## config.mk

```make
export PLATFORM = sky130hd
export DESIGN_NAME = cache_mem_arbiter
export DESIGN_NICKNAME = d
export VERILOG_FILES = /design/src/rtl/cache_mem_arbiter_pkg.sv /design/src/rtl/cache_mem_arbiter_pick.sv /design/src/rtl/cache_mem_arbiter.sv
export SDC_FILE = /design/constraint.sdc
export NUM_CORES = 1
export LEC_CHECK = 0
export BUFFER_PORTS_ARGS = -buffer_cell sky130_fd_sc_hd__buf_2
export CAP_MARGIN = 20
export CORE_AREA = 4 4 123 125
export DETAILED_ROUTE_END_ITERATION = 6
export DIE_AREA = 0 0 127 129
export GPL_TIMING_DRIVEN = 0
export MAX_ROUTING_LAYER = met4
export PLACE_DENSITY = 0.77
export SYNTH_ARGS = -nofsm -noshare
export SYNTH_HDL_FRONTEND = slang
export SYNTH_HIERARCHICAL = 1
export SYNTH_SLANG_ARGS = --single-unit
```

## constraint.sdc

```tcl
create_clock -name clk -period 2.4 [get_ports clk]
set_input_delay 0.24 -clock clk [delete_from_list [all_inputs] [get_ports clk]]
set_output_delay 0.24 -clock clk [all_outputs]
set_load 0.005 [all_outputs]
```

## src/rtl/cache_mem_arbiter_pkg.sv

```systemverilog
// Shared types and default sizing for the cache/unified-memory arbiter.
package cache_mem_arbiter_pkg;

    localparam int unsigned DefMemLat = 4;
    localparam int unsigned DefAddrW  = 14;
    localparam int unsigned DefLineW  = 64;

    typedef enum logic [1:0] {
        StIdle,
        StAccess,
        StDone
    } state_e;

    // Owner and operation are folded together: the D side may read or write.
    typedef enum logic [1:0] {
        OpNone,
        OpIRd,
        OpDRd,
        OpDWr
    } grant_e;

endpackage

```

## src/rtl/cache_mem_arbiter_pick.sv

```systemverilog
// Combinational grant selection; MEM_ARB_RR_EN alternates I/D ties via last_d.
module mem_arb_pick
    import cache_mem_arbiter_pkg::*;
(
    input  logic   i_rd_req,
    input  logic   d_rd_req,
    input  logic   d_wr_req,
`ifdef MEM_ARB_RR_EN
    input  logic   last_d,
`endif
    output grant_e grant
);

    always_comb begin
        grant = OpNone;
        if (d_wr_req) begin
            grant = OpDWr;
        end else if (d_rd_req) begin
            grant = OpDRd;
        end else if (i_rd_req) begin
            grant = OpIRd;
        end
`ifdef MEM_ARB_RR_EN
        // The I side takes an I/D tie whenever the D side won last.
        if (i_rd_req && (d_wr_req || d_rd_req) && last_d) begin
            grant = OpIRd;
        end
`endif
    end

endmodule

```

## src/rtl/cache_mem_arbiter.sv

```systemverilog
// I/D cache line-fill and writeback arbiter for a fixed-latency unified memory.
// Define MEM_ARB_RR_EN to alternate I-side/D-side ties instead of fixed D priority.
module cache_mem_arbiter
    import cache_mem_arbiter_pkg::*;
#(
    parameter int unsigned MEM_LAT = DefMemLat,
    parameter int unsigned ADDR_W  = DefAddrW,
    parameter int unsigned LINE_W  = DefLineW
) (
    input  logic              clk,
    input  logic              rst_n,
    input  logic              i_rd_req,
    input  logic [ADDR_W-1:0] i_addr,
    input  logic              d_rd_req,
    input  logic              d_wr_req,
    input  logic [ADDR_W-1:0] d_rd_addr,
    input  logic [ADDR_W-1:0] d_wr_addr,
    input  logic [LINE_W-1:0] d_wdata,
    output logic              i_ack,
    output logic              d_ack,
    output logic [LINE_W-1:0] rd_line,
    output logic              mem_re,
    output logic              mem_we,
    output logic [ADDR_W-1:0] mem_addr,
    output logic [LINE_W-1:0] mem_wdata,
    input  logic [LINE_W-1:0] mem_rdata,
    output logic              busy
);

    localparam logic [3:0] LastCnt = 4'(MEM_LAT - 1);

    state_e              state_q, state_d;
    grant_e              op_q, op_d;
    grant_e              grant;
    logic [3:0]          cnt_q, cnt_d;
    logic                mem_re_q, mem_re_d;
    logic                mem_we_q, mem_we_d;
    logic [ADDR_W-1:0]   addr_q, addr_d;
    logic [LINE_W-1:0]   wdata_q, wdata_d;
    logic [LINE_W-1:0]   rd_line_q, rd_line_d;
    logic                i_ack_q, i_ack_d;
    logic                d_ack_q, d_ack_d;
`ifdef MEM_ARB_RR_EN
    logic                last_d_q, last_d_d;
`endif

    mem_arb_pick u_pick (
        .i_rd_req (i_rd_req),
        .d_rd_req (d_rd_req),
        .d_wr_req (d_wr_req),
`ifdef MEM_ARB_RR_EN
        .last_d   (last_d_q),
`endif
        .grant    (grant)
    );

    always_comb begin
        state_d   = state_q;
        op_d      = op_q;
        cnt_d     = cnt_q;
        mem_re_d  = mem_re_q;
        mem_we_d  = mem_we_q;
        addr_d    = addr_q;
        wdata_d   = wdata_q;
        rd_line_d = rd_line_q;
        i_ack_d   = 1'b0;
        d_ack_d   = 1'b0;
`ifdef MEM_ARB_RR_EN
        last_d_d  = last_d_q;
`endif
        unique case (state_q)
            StIdle: begin
                if (grant != OpNone) begin
                    op_d    = grant;
                    cnt_d   = 4'd0;
                    state_d = StAccess;
`ifdef MEM_ARB_RR_EN
                    last_d_d = (grant != OpIRd);
`endif
                    case (grant)
                        OpDWr: begin
                            mem_we_d = 1'b1;
                            addr_d   = d_wr_addr;
                            wdata_d  = d_wdata;
                        end
                        OpDRd: begin
                            mem_re_d = 1'b1;
                            addr_d   = d_rd_addr;
                        end
                        default: begin
                            mem_re_d = 1'b1;
                            addr_d   = i_addr;
                        end
                    endcase
                end
            end
            StAccess: begin
                if (cnt_q == LastCnt) begin
                    // Strobes drop and the ack is armed so it is visible during DONE.
                    mem_re_d = 1'b0;
                    mem_we_d = 1'b0;
                    if (op_q != OpDWr) begin
                        rd_line_d = mem_rdata;
                    end
                    i_ack_d = (op_q == OpIRd);
                    d_ack_d = (op_q != OpIRd);
                    state_d = StDone;
                end else begin
                    cnt_d = cnt_q + 4'd1;
                end
            end
            StDone: begin
                state_d = StIdle;
            end
            default: begin
                state_d = StIdle;
            end
        endcase
    end

    always_ff @(posedge clk or negedge rst_n) begin
        if (!rst_n) begin
            state_q   <= StIdle;
            op_q      <= OpNone;
            cnt_q     <= 4'd0;
            mem_re_q  <= 1'b0;
            mem_we_q  <= 1'b0;
            addr_q    <= '0;
            wdata_q   <= '0;
            rd_line_q <= '0;
            i_ack_q   <= 1'b0;
            d_ack_q   <= 1'b0;
`ifdef MEM_ARB_RR_EN
            last_d_q  <= 1'b1;
`endif
        end else begin
            state_q   <= state_d;
            op_q      <= op_d;
            cnt_q     <= cnt_d;
            mem_re_q  <= mem_re_d;
            mem_we_q  <= mem_we_d;
            addr_q    <= addr_d;
            wdata_q   <= wdata_d;
            rd_line_q <= rd_line_d;
            i_ack_q   <= i_ack_d;
            d_ack_q   <= d_ack_d;
`ifdef MEM_ARB_RR_EN
            last_d_q  <= last_d_d;
`endif
        end
    end

    assign i_ack     = i_ack_q;
    assign d_ack     = d_ack_q;
    assign rd_line   = rd_line_q;
    assign mem_re    = mem_re_q;
    assign mem_we    = mem_we_q;
    assign mem_addr  = addr_q;
    assign mem_wdata = wdata_q;
    assign busy      = (state_q != StIdle);

endmodule
```

==> run_results.csv <==
group,metric,value,unit
synth,synth_top_family_by_area,"multiplexers",
synth,yosysWarnings,6,
setup_path,crit_arrival,1.82,ns
cts,cts.htree.levels,4,
sta,period_share,85.7,%
sta,drv_slew,0,
setup_path,required,2.16,ns
sta,tns,0,ns
synth,synth_top_area_share,60.4,%
cts,numCtsBuffers,17,
setup_path,crit_fanout,10,
detailed_routing,drc,0,
cts,cts_buffer_depth,2,
synth,synth_compound_area_share,6.63,%
placement,place_congestion,0.849,
synth,synth_edf_count,0,
synth,synth_adder_area_share,0.196,%
cts,cts_tree,"done",
cts,clock-sinks,154,
synth,ys_async_sr_fraction,100,%
global_routing,grt_max_degree,83,
global_routing,gr-total-overflow,0,
run,cap_violations,0,
cts,root_buffer,"clkbuf_16",
die,num_rows,43,
outcome,status,"finished, final reports clean",
detailed_routing,drtAntennaViolNets,0,
synth,ys_ff_latch,154,
synth,synth-xor-area-share,0.137,%
final_layout,layout-drive-gt1-share,61.7,%
sta,skew,0.00859,ns
cts,cts.repair.resized,0,
detailed_routing,via_per_inst,5.09,
die,dieArea,16400,sq um
synth,synth_cell_types,37,
detailed_routing,dr.pass1.iters,4,
sta,final-setup-viol-count,0,
final_layout,num-fill-cells,1105,
setup_path,critPathLaunchType,"flop",
setup_path,reg2reg_slack,0.48,ns
die,initial_core_util,46.0,%
die,die_w,127,microns
synth,synthCells,452,
cts,clock_latency,0.41,ns
power_and_ir_drop,ir_drop,0.000562,V
sta,rsz0062_at_grt,"false",
cts,path_clk_slew,0.06,ns
global_routing,first_global_vias,5390,
worst_hold_path,worstHoldEndpoint,"rd_line[50]",
final_layout,syn_to_final_growth,38.6,%
placement,port_buffers,321,
synth,synth-simple-area-share,4.78,%
synth,yosys.area.top_type,"dfrtp_1",
synth,ys_seq_area_share,60.4,%
power_and_ir_drop,p_leak,4.39,nW
final_layout,multi_input_comb_area,2330,sq um
setup_path,crit_type,"flop to primary output",
sta,hold_violations,0,
detailed_routing,wl,18200,microns
detailed_routing,vias,5025,
die,die_y,129,microns
worst_hold_path,whs_path_depth,2,
synth,syn_nets,628,
setup_path,rr_startpoint,"cnt_q[0]",
sta,fin_ws,0.344,ns
synth,syn_avg_cell_area,14.1,sq um
worst_hold_path,hp-class,"input pin to flop",
global_routing,antenna_found_initial,1,
detailed_routing,post_drt_wl_per_cell,18.4,microns
final_layout,final_common_cell,"buf_2",
global_routing,grt_pass1_wl,27900,microns
sta,max_slew_margin,55.3,%
die,core_area,13900,sq um
synth,yosys-top-cells-area,"dfrtp_1 (60%), mux2_2 (22%), mux2i_1 (2.2%)",
synth,synthFlopType,"dfrtp_1",
synth,synth_area,6380,sq um
die,io_pins,322,
setup_path,end_kind,"primary output",
final_layout,regArea,3850,sq um
sta,worst_pin_slew,0.671,ns
setup_path,r2r_cells,5,
final_layout,mostFrequentLayoutCells,"buf_2 (333), dfrtp_1 (154), mux2_2 (123)",
synth,synth_mux_area_share,24.8,%
sta,period_needed,2.06,ns
placement,pre_cts_ws,0.494,ns
placement,dp.final_hpwl,14200,microns
global_routing,grtUsageTotal,22.4,%
setup_path,r2r-end,"rd_line[22]",
power_and_ir_drop,p_per_area,1290,nW/um^2
sta,fmax,486,MHz
worst_hold_path,hp-start,"mem_rdata[50]",
final_layout,fin_nets,970,
detailed_routing,dr.first_iter.drc_count,217,
[cells in the mapped netlist, drive strengths merged (6+ instances only)]
library cell / count
clkbuf: 6
mux2i: 14
nor2: 30
o22ai: 14
a22o: 13
o21ai: 6
a221oi: 13
dfrtp: 154
mux2: 128
nand2b: 15
buf: 21
inv: 8
[metrics by stage]
step	area, sq um	hold WS, ns	power (mW)	util [%]	std cells
CTS	8840	0.0298	11.6	63.7	987
floorplan	6380	-0.0556	6.74	-	452
global route	8840	0.0340	12.2	63.7	988
global placement	8210	0.455	8.63	59.2	953
detailed placement	8250	0.289	8.90	59.4	954
finish	8840	0.0480	11.4	63.7	988
[power by group]
part	switching, mW	total (mW)	internal, mW
sequential	0.713	4.63	3.92
combinational	1.85	4.18	2.33
clock	1.06	2.62	1.57
[area by class of cell]
cell class / instances / area share [%]
Buffer: 27 / 1.84
Sequential cell: 154 / 43.6
Inverter: 9 / 0.382
Clock buffer: 19 / 5.01
Clock inverter: 13 / 1.58
Tap cell: 180 / 2.55
Antenna cell: 1 / 0.0283
Timing Repair Buffer: 323 / 18.7
Multi-Input combinational cell: 262 / 26.4
[how the worst max path moves through the flow]
| stage | startpoint | to | slack, ns | cells after the start |
|---|---|---|---|---|
| 3_3_place_gp | rst_n | mem_addr[0] | -0.99 | 1 |
| 5_1_grt | state_q[0] | busy | 0.24 | 4 |
| 3_5_place_dp | cnt_q[0] | rd_line[22] | 0.49 | 5 |
| 6_report | state_q[0] | busy | 0.34 | 4 |
| 2_1_floorplan | cnt_q[0] | rd_line[13] | 0.80 | 5 |
| 4_1_cts | state_q[0] | busy | 0.31 | 4 |
[logic make-up after synthesis]
group / after synthesis
adders and majority gates: 1
DFF: 154
and+or+nand+nor: 61
AOI/OAI and AO/OA: 57
buffers and inverters: 36
xor gates and xnor gates: 1
muxes: 142
[routing by layer]
layer	part of all wire, %	up-vias	global-route usage [%]
met1	37	2457	24.4
met3	6.6	38	5.40
li1	-	2316	-
met2	54	214	40.0
met5	0	-	-
met4	2.4	0	8.26
[worst max-delay path, cell delays in order, from the launching register on]
cell and delay, ns:
dfrtp_1 0.45, nor2_2 0.22, clkinv_1 0.29, buf_2 0.29
buf_2 0.15
[what timing repair did]
item / 4_1_cts / 5_1_grt
hold buffers: 1 / 0
setup buffers: 0 / 0
endpoints found under the hold margin: 72 / 0
[flip-flops by register name, summed over array words and instances (netlist names)]
| signal | cells |
|---|---|
| d_ack | 1 |
| i_ack | 1 |
| mem_wdata | 64 |
| rd_line | 64 |
| mem_we | 1 |
| op_q | 2 |
| cnt_q | 4 |
| mem_re | 1 |
| state_q | 2 |
| mem_addr | 14 |
Note: power is estimated with default switching activity, not from simulation.
